`config.mk`:
```
export PLATFORM = sky130hd
export DESIGN_NAME = countdown_timer
export DESIGN_NICKNAME = d
export VERILOG_FILES = /design/src/rtl/countdown_timer.sv
export SDC_FILE = /design/constraint.sdc
export NUM_CORES = 1
export LEC_CHECK = 0
export BUFFER_PORTS_ARGS = -buffer_cell sky130_fd_sc_hd__buf_2
export CAP_MARGIN = 10
export CORE_UTILIZATION = 31
export DETAILED_ROUTE_END_ITERATION = 10
export RECOVER_POWER = 100
export SYNTH_ARGS = -nofsm -noshare
export SYNTH_HDL_FRONTEND = slang
export SYNTH_SLANG_ARGS = --single-unit
export TNS_END_PERCENT = 50
```
`constraint.sdc`:
```
create_clock -name NEclk -period 6.6 [get_ports NEclk]
set_input_delay 1.32 -clock NEclk [delete_from_list [all_inputs] [get_ports NEclk]]
set_output_delay 1.32 -clock NEclk [all_outputs]
set_load 0.01 [all_outputs]
```
`src/rtl/countdown_timer.sv`:
```
// ============================================================================
// Module   : countdown_timer
// Purpose  : Programmable down-counting timer. A load captures a period and
//            the timer counts it down to zero on enabled falling edges of
//            NEclk, pulsing `expired` when the count runs out. With
//            auto_reload set at expiry the captured period is reloaded with
//            no dead cycle, producing a periodic tick; `wraps` counts these
//            reloads since the last load.
//
// Ports    : NEclk       in  1          clock, all state updates on falling edge
//            reset       in  1          asynchronous, active-high reset
//            load        in  1          capture `period` and start the timer
//            period      in  BITS       timer period in clock cycles
//            stop        in  1          abort the timer (beats load)
//            Enable      in  1          active-low count enable
//            auto_reload in  1          reload the period at expiry
//            count       out BITS       remaining cycles
//            busy        out 1          timer running or paused
//            paused      out 1          timer paused
//            expired     out 1          one-cycle expiry pulse
//            wraps       out WRAP_BITS  auto-reload expiries since last load
//
// Revision : 1.0  initial release
// ============================================================================
`default_nettype none

module countdown_timer #(
  parameter int BITS      = 29,
  parameter int WRAP_BITS = 8
) (
  input  logic                 NEclk,
  input  logic                 reset,
  input  logic                 load,
  input  logic [BITS-1:0]      period,
  input  logic                 stop,
  input  logic                 Enable,
  input  logic                 auto_reload,
  output logic [BITS-1:0]      count,
  output logic                 busy,
  output logic                 paused,
  output logic                 expired,
  output logic [WRAP_BITS-1:0] wraps
);

  // --------------------------------------------------------------------------
  // State encoding
  // --------------------------------------------------------------------------
  localparam logic [1:0] ST_IDLE  = 2'd0;
  localparam logic [1:0] ST_RUN   = 2'd1;
  localparam logic [1:0] ST_PAUSE = 2'd2;

  localparam logic [BITS-1:0]      C_COUNT_ONE = BITS'(1);
  localparam logic [WRAP_BITS-1:0] C_WRAP_ONE  = WRAP_BITS'(1);

  // --------------------------------------------------------------------------
  // Registers
  // --------------------------------------------------------------------------
  logic [1:0]           r_state;
  logic [BITS-1:0]      r_count;
  logic [BITS-1:0]      r_reload_val;
  logic [WRAP_BITS-1:0] r_wraps;
  logic                 r_expired;
  logic                 r_busy;
  logic                 r_paused;

  // --------------------------------------------------------------------------
  // Next-state wires
  // --------------------------------------------------------------------------
  logic [1:0]           w_state_nxt;
  logic [BITS-1:0]      w_count_nxt;
  logic [BITS-1:0]      w_reload_nxt;
  logic [WRAP_BITS-1:0] w_wraps_nxt;
  logic                 w_expired_nxt;
  logic                 w_count_gt_one;
  logic                 w_period_zero;
  logic                 w_enabled;

  assign w_count_gt_one = (r_count > C_COUNT_ONE);
  assign w_period_zero  = (period == '0);
  assign w_enabled      = ~Enable;   // Enable is active-low

  // --------------------------------------------------------------------------
  // Next-state logic. Priority: stop > load > count/hold.
  // --------------------------------------------------------------------------
  always_comb begin
    w_state_nxt   = r_state;
    w_count_nxt   = r_count;
    w_reload_nxt  = r_reload_val;
    w_wraps_nxt   = r_wraps;
    w_expired_nxt = 1'b0;

    if (stop) begin
      // Abort: wraps is deliberately preserved so software can still read
      // how many periods elapsed before the abort.
      w_state_nxt = ST_IDLE;
      w_count_nxt = '0;
    end else if (load) begin
      // A load never decrements on its own edge, and it also swallows an
      // expiry that would have happened on the same edge.
      w_reload_nxt = period;
      w_wraps_nxt  = '0;
      if (w_period_zero) begin
        // Zero-length period expires immediately without entering RUN.
        w_state_nxt   = ST_IDLE;
        w_count_nxt   = '0;
        w_expired_nxt = 1'b1;
      end else begin
        w_count_nxt = period;
        w_state_nxt = w_enabled ? ST_RUN : ST_PAUSE;
      end
    end else begin
      case (r_state)
        ST_RUN, ST_PAUSE: begin
          if (!w_enabled) begin
            w_state_nxt = ST_PAUSE;
          end else if (w_count_gt_one) begin
            w_count_nxt = r_count - C_COUNT_ONE;
            w_state_nxt = ST_RUN;
          end else begin
            // count is 1 here: count never reads 0 while RUN/PAUSE, so this
            // branch is the expiry and no underflow is possible.
            w_expired_nxt = 1'b1;
            if (auto_reload) begin
              // Reload directly into count so the next period starts on
              // this very edge (no dead cycle between pulses).
              w_count_nxt = r_reload_val;
              w_state_nxt = ST_RUN;
              w_wraps_nxt = r_wraps + C_WRAP_ONE;
            end else begin
              w_count_nxt = '0;
              w_state_nxt = ST_IDLE;
            end
          end
        end
        ST_IDLE: begin
          // Enable and auto_reload are ignored while idle.
          w_count_nxt = '0;
        end
        default: begin
          // Unreachable encoding: recover to a clean idle.
          w_state_nxt = ST_IDLE;
          w_count_nxt = '0;
        end
      endcase
    end
  end

  // --------------------------------------------------------------------------
  // State registers: falling edge of NEclk, asynchronous reset.
  // busy/paused are registered from the next state so every output is a
  // flop output rather than a decode of the state register.
  // --------------------------------------------------------------------------
  always_ff @(negedge NEclk or posedge reset) begin
    if (reset) begin
      r_state      <= ST_IDLE;
      r_count      <= '0;
      r_reload_val <= '0;
      r_wraps      <= '0;
      r_expired    <= 1'b0;
      r_busy       <= 1'b0;
      r_paused     <= 1'b0;
    end else begin
      r_state      <= w_state_nxt;
      r_count      <= w_count_nxt;
      r_reload_val <= w_reload_nxt;
      r_wraps      <= w_wraps_nxt;
      r_expired    <= w_expired_nxt;
      r_busy       <= (w_state_nxt != ST_IDLE);
      r_paused     <= (w_state_nxt == ST_PAUSE);
    end
  end

  // --------------------------------------------------------------------------
  // Outputs
  // --------------------------------------------------------------------------
  assign count   = r_count;
  assign busy    = r_busy;
  assign paused  = r_paused;
  assign expired = r_expired;
  assign wraps   = r_wraps;

endmodule

`default_nettype wire

```
==> reports/qor.txt <==
outcome = finished clean
Syn Area/Cell = 8.358 um2
Max-slew headroom = 27.97%
DRT iter0 DRCs = 309
DR DRC count = 0
asr flop ratio synth = 100.0%
largest area contributor in the netlist = dfrtn_1
Die W = 115.9 um
ys flop type = dfrtn_1
Row Count = 41
register area share after synthesis = 44.20%
PortBufs = 74
final hold violations = 0
CP Launch Type = primary input
Max Transition Viols Final = 0
Routed Antenna Nets = 0
clk root buf = clkbuf_16
CTS tree = done
worst-margin pin slew = 1.071 ns
number of cells upsized or downsized after cts = 0
syn_nets = 521
Critical Path Sink Type = register
most numerous cell in the Yosys netlist = nand2_1
largest net degree at the start of global routing = 72
Worst Path Buf+Inv = 2
# hold bufs at CTS = 0
final setup fails = 0
DR WL/cell = 18.12 um
Design Area, Final = 4882 um2
Max clock buf depth = 2
CP most frequent cell = clkbuf_1
CP Class = primary input to register
first-pass iteration count of the detailed router = 7
number of global-route vias before repair = 3894
ANT cells = 0
Synth Cell Area = 4020 um2
placer congestion estimate = 0.8638
Total GRT Usage = 20.63%
clock-pin slew on the worst setup and hold paths = 0.04 ns
Slowest-stage cell, CP = nor4_1
commonest cells in the netlist = 115 x nand2_1, 71 x dfrtn_1, 31 x nor2_1
synth unique cells = 57
cell family with most CP delay = simple AND/OR/NAND/NOR gates
RSZ-0062 raised after global routing = no
Leakage = 2.188 nW
H-tree depth = 3
global-route wire length before repair = 20.82 mm
total negative slack = 0 ns
Syn. warnings = 0
initial antenna violation count = 0
Worst-Skew Late Latency = 0.34 ns
Synth Instances = 481
Placed Area = 4626 um2
Die Area = 13430 um2
post-DP HPWL = 9.115 mm
core area = 12620 um2
post-synth top area share = 44.20%
layout cell share with drive strength beyond 1 = 12.21%
number of buffers created by CTS = 9
max_cap viols = 0
number of top-level pins = 75
hold_ws = 0.4134 ns
total gr overflow = 0
post-DR vias/cell = 5.528
Num Clock Sinks = 71
crit path max fanout = 20
Reg2Reg Setup Slack = 3.05 ns
initial core utilization = 31.86%
routed wire length = 13.21 mm
CP Data Arrival Time = 2.98 ns
PD cells = 267.0 nW/um2
synth top area cells = dfrtn_1 44%, nand2_1 11%, a21oi_1 3.5%
Synth Register Bits = 71
Hold Crit Class = register to register
number of synthesized flops with an enable pin = 0
# Post-CTS Setup Buffers = 0
crit-path cells = clkbuf_1, clkbuf_1, nor4_1, mux2i_1, a32o_1
CP required = 3.49 ns
Final Net Count = 593
VDD IR max = 117.2 uV
Setup Skew = 0.003956 ns
die height = 115.9 um
post-synthesis to final-layout area growth = 21.44%
via count = 4030
crit-path max cell delay = 0.68 ns
cells in the final DEF, fill, tap and decap left out, types with 3 or more instances in the layout:
cell       count
clkbuf_8       3
a31oi_1       17
nand2_1      115
dfrtn_1       71
nand4_1       12
buf_2         31
or3_1          7
clkbuf_1      48
o21ai_0       24
nand3_1        9
o211ai_1       9
buf_4         11
nor3_1        15
xor2_1        11
nor2_2         3
and3_1         6
a32oi_1        3
a2111oi_0      3
nor4_1        15
ha_1           5
xnor2_1       10
clkbuf_16      9
a21oi_1       28
a22oi_1        9
inv_1          6
nor2_1        31
kinds of logic (layout without fill, tap and decap cells):
group | count (synthesis) | after routing | synth area share (%)
AO/OA/AOI/OAI | 115 | 115 | 18.27
XOR/XNOR | 21 | 21 | 4.575
adder cells (fa/ha/maj) | 5 | 5 | 1.556
buffers and inverters | 38 | 114 | 4.170
flip-flops | 71 | 71 | 44.20
multiplexers | 3 | 3 | 0.7781
AND/OR/NAND/NOR | 228 | 228 | 26.46
routing by layer:
| metal | up-vias | routed length (um) | GRT usage (%) | share of wire, % |
|---|---|---|---|---|
| met2 | 170 | 6235 | 33.37 | 47 |
| met3 | 10 | 965 | 4.655 | 7.3 |
| li1 | 1872 | - | - | - |
| met5 | - | 0 | 0 | 0 |
| met4 | 0 | 116 | 6.410 | 0.88 |
| met1 | 1978 | 5887 | 27.39 | 45 |
area by class of cell:
class                           instances  area (um2)
Clock buffer                           12       266.5
Clock inverter                          3       65.06
Fill cell                            1337        7737
Inverter                                7       26.28
Multi-Input combinational cell        372        2090
Sequential cell                        71        1777
Tap cell                              172       215.2
Timing Repair Buffer                   92       442.9
per-stage QoR:
stage	worst slack [ns]	cells	util [%]	power, W
global placement	0.5118	714	36.65	0.0007591
floorplan	0.2968	481	-	0.0006753
detailed placement	0.5117	714	36.65	0.0007638
global route	0.4100	729	38.69	0.001366
CTS	0.8640	729	39.28	0.001314
finish	0.5090	729	38.69	0.001304
path summary, 6_finish.rpt:
check                      depth (start not counted)                          from                      endpoint
max                                                5                        Enable         count[20]$_DFFE_NP0P_
min in group asynchronous                          3                         reset   r_reload_val[1]$_DFFE_NP0P_
min                                                2  r_reload_val[12]$_DFFE_NP0P_  r_reload_val[12]$_DFFE_NP0P_
max reg2reg                                        6          count[9]$_DFFE_NP0P_         count[25]$_DFFE_NP0P_
min reg2reg                                        2  r_reload_val[12]$_DFFE_NP0P_  r_reload_val[12]$_DFFE_NP0P_
max in group asynchronous                          3                         reset  r_reload_val[21]$_DFFE_NP0P_
tightest hold or removal path, stage by stage, from the launching register on:
cell     delay [ns]
dfrtn_1        0.40
nand2_1        0.05
nand2_1        0.05
registers in the layout (all words and copies together) (netlist names):
name,count
expired,1
wraps,8
paused,1
r_reload_val,29
count,29
busy,1
r_state,2
power breakdown:
| group | leakage (nW) | internal (W) | switching (W) |
|---|---|---|---|
| Combinational | 1.10 | 0.0000867 | 0.000158 |
| Sequential | 0.926 | 0.000477 | 0.0000340 |
| Clock | 0.165 | 0.000359 | 0.000189 |
| Total | 2.19 | 0.000923 | 0.000380 |
Note: power is estimated with default switching activity, not from simulation.
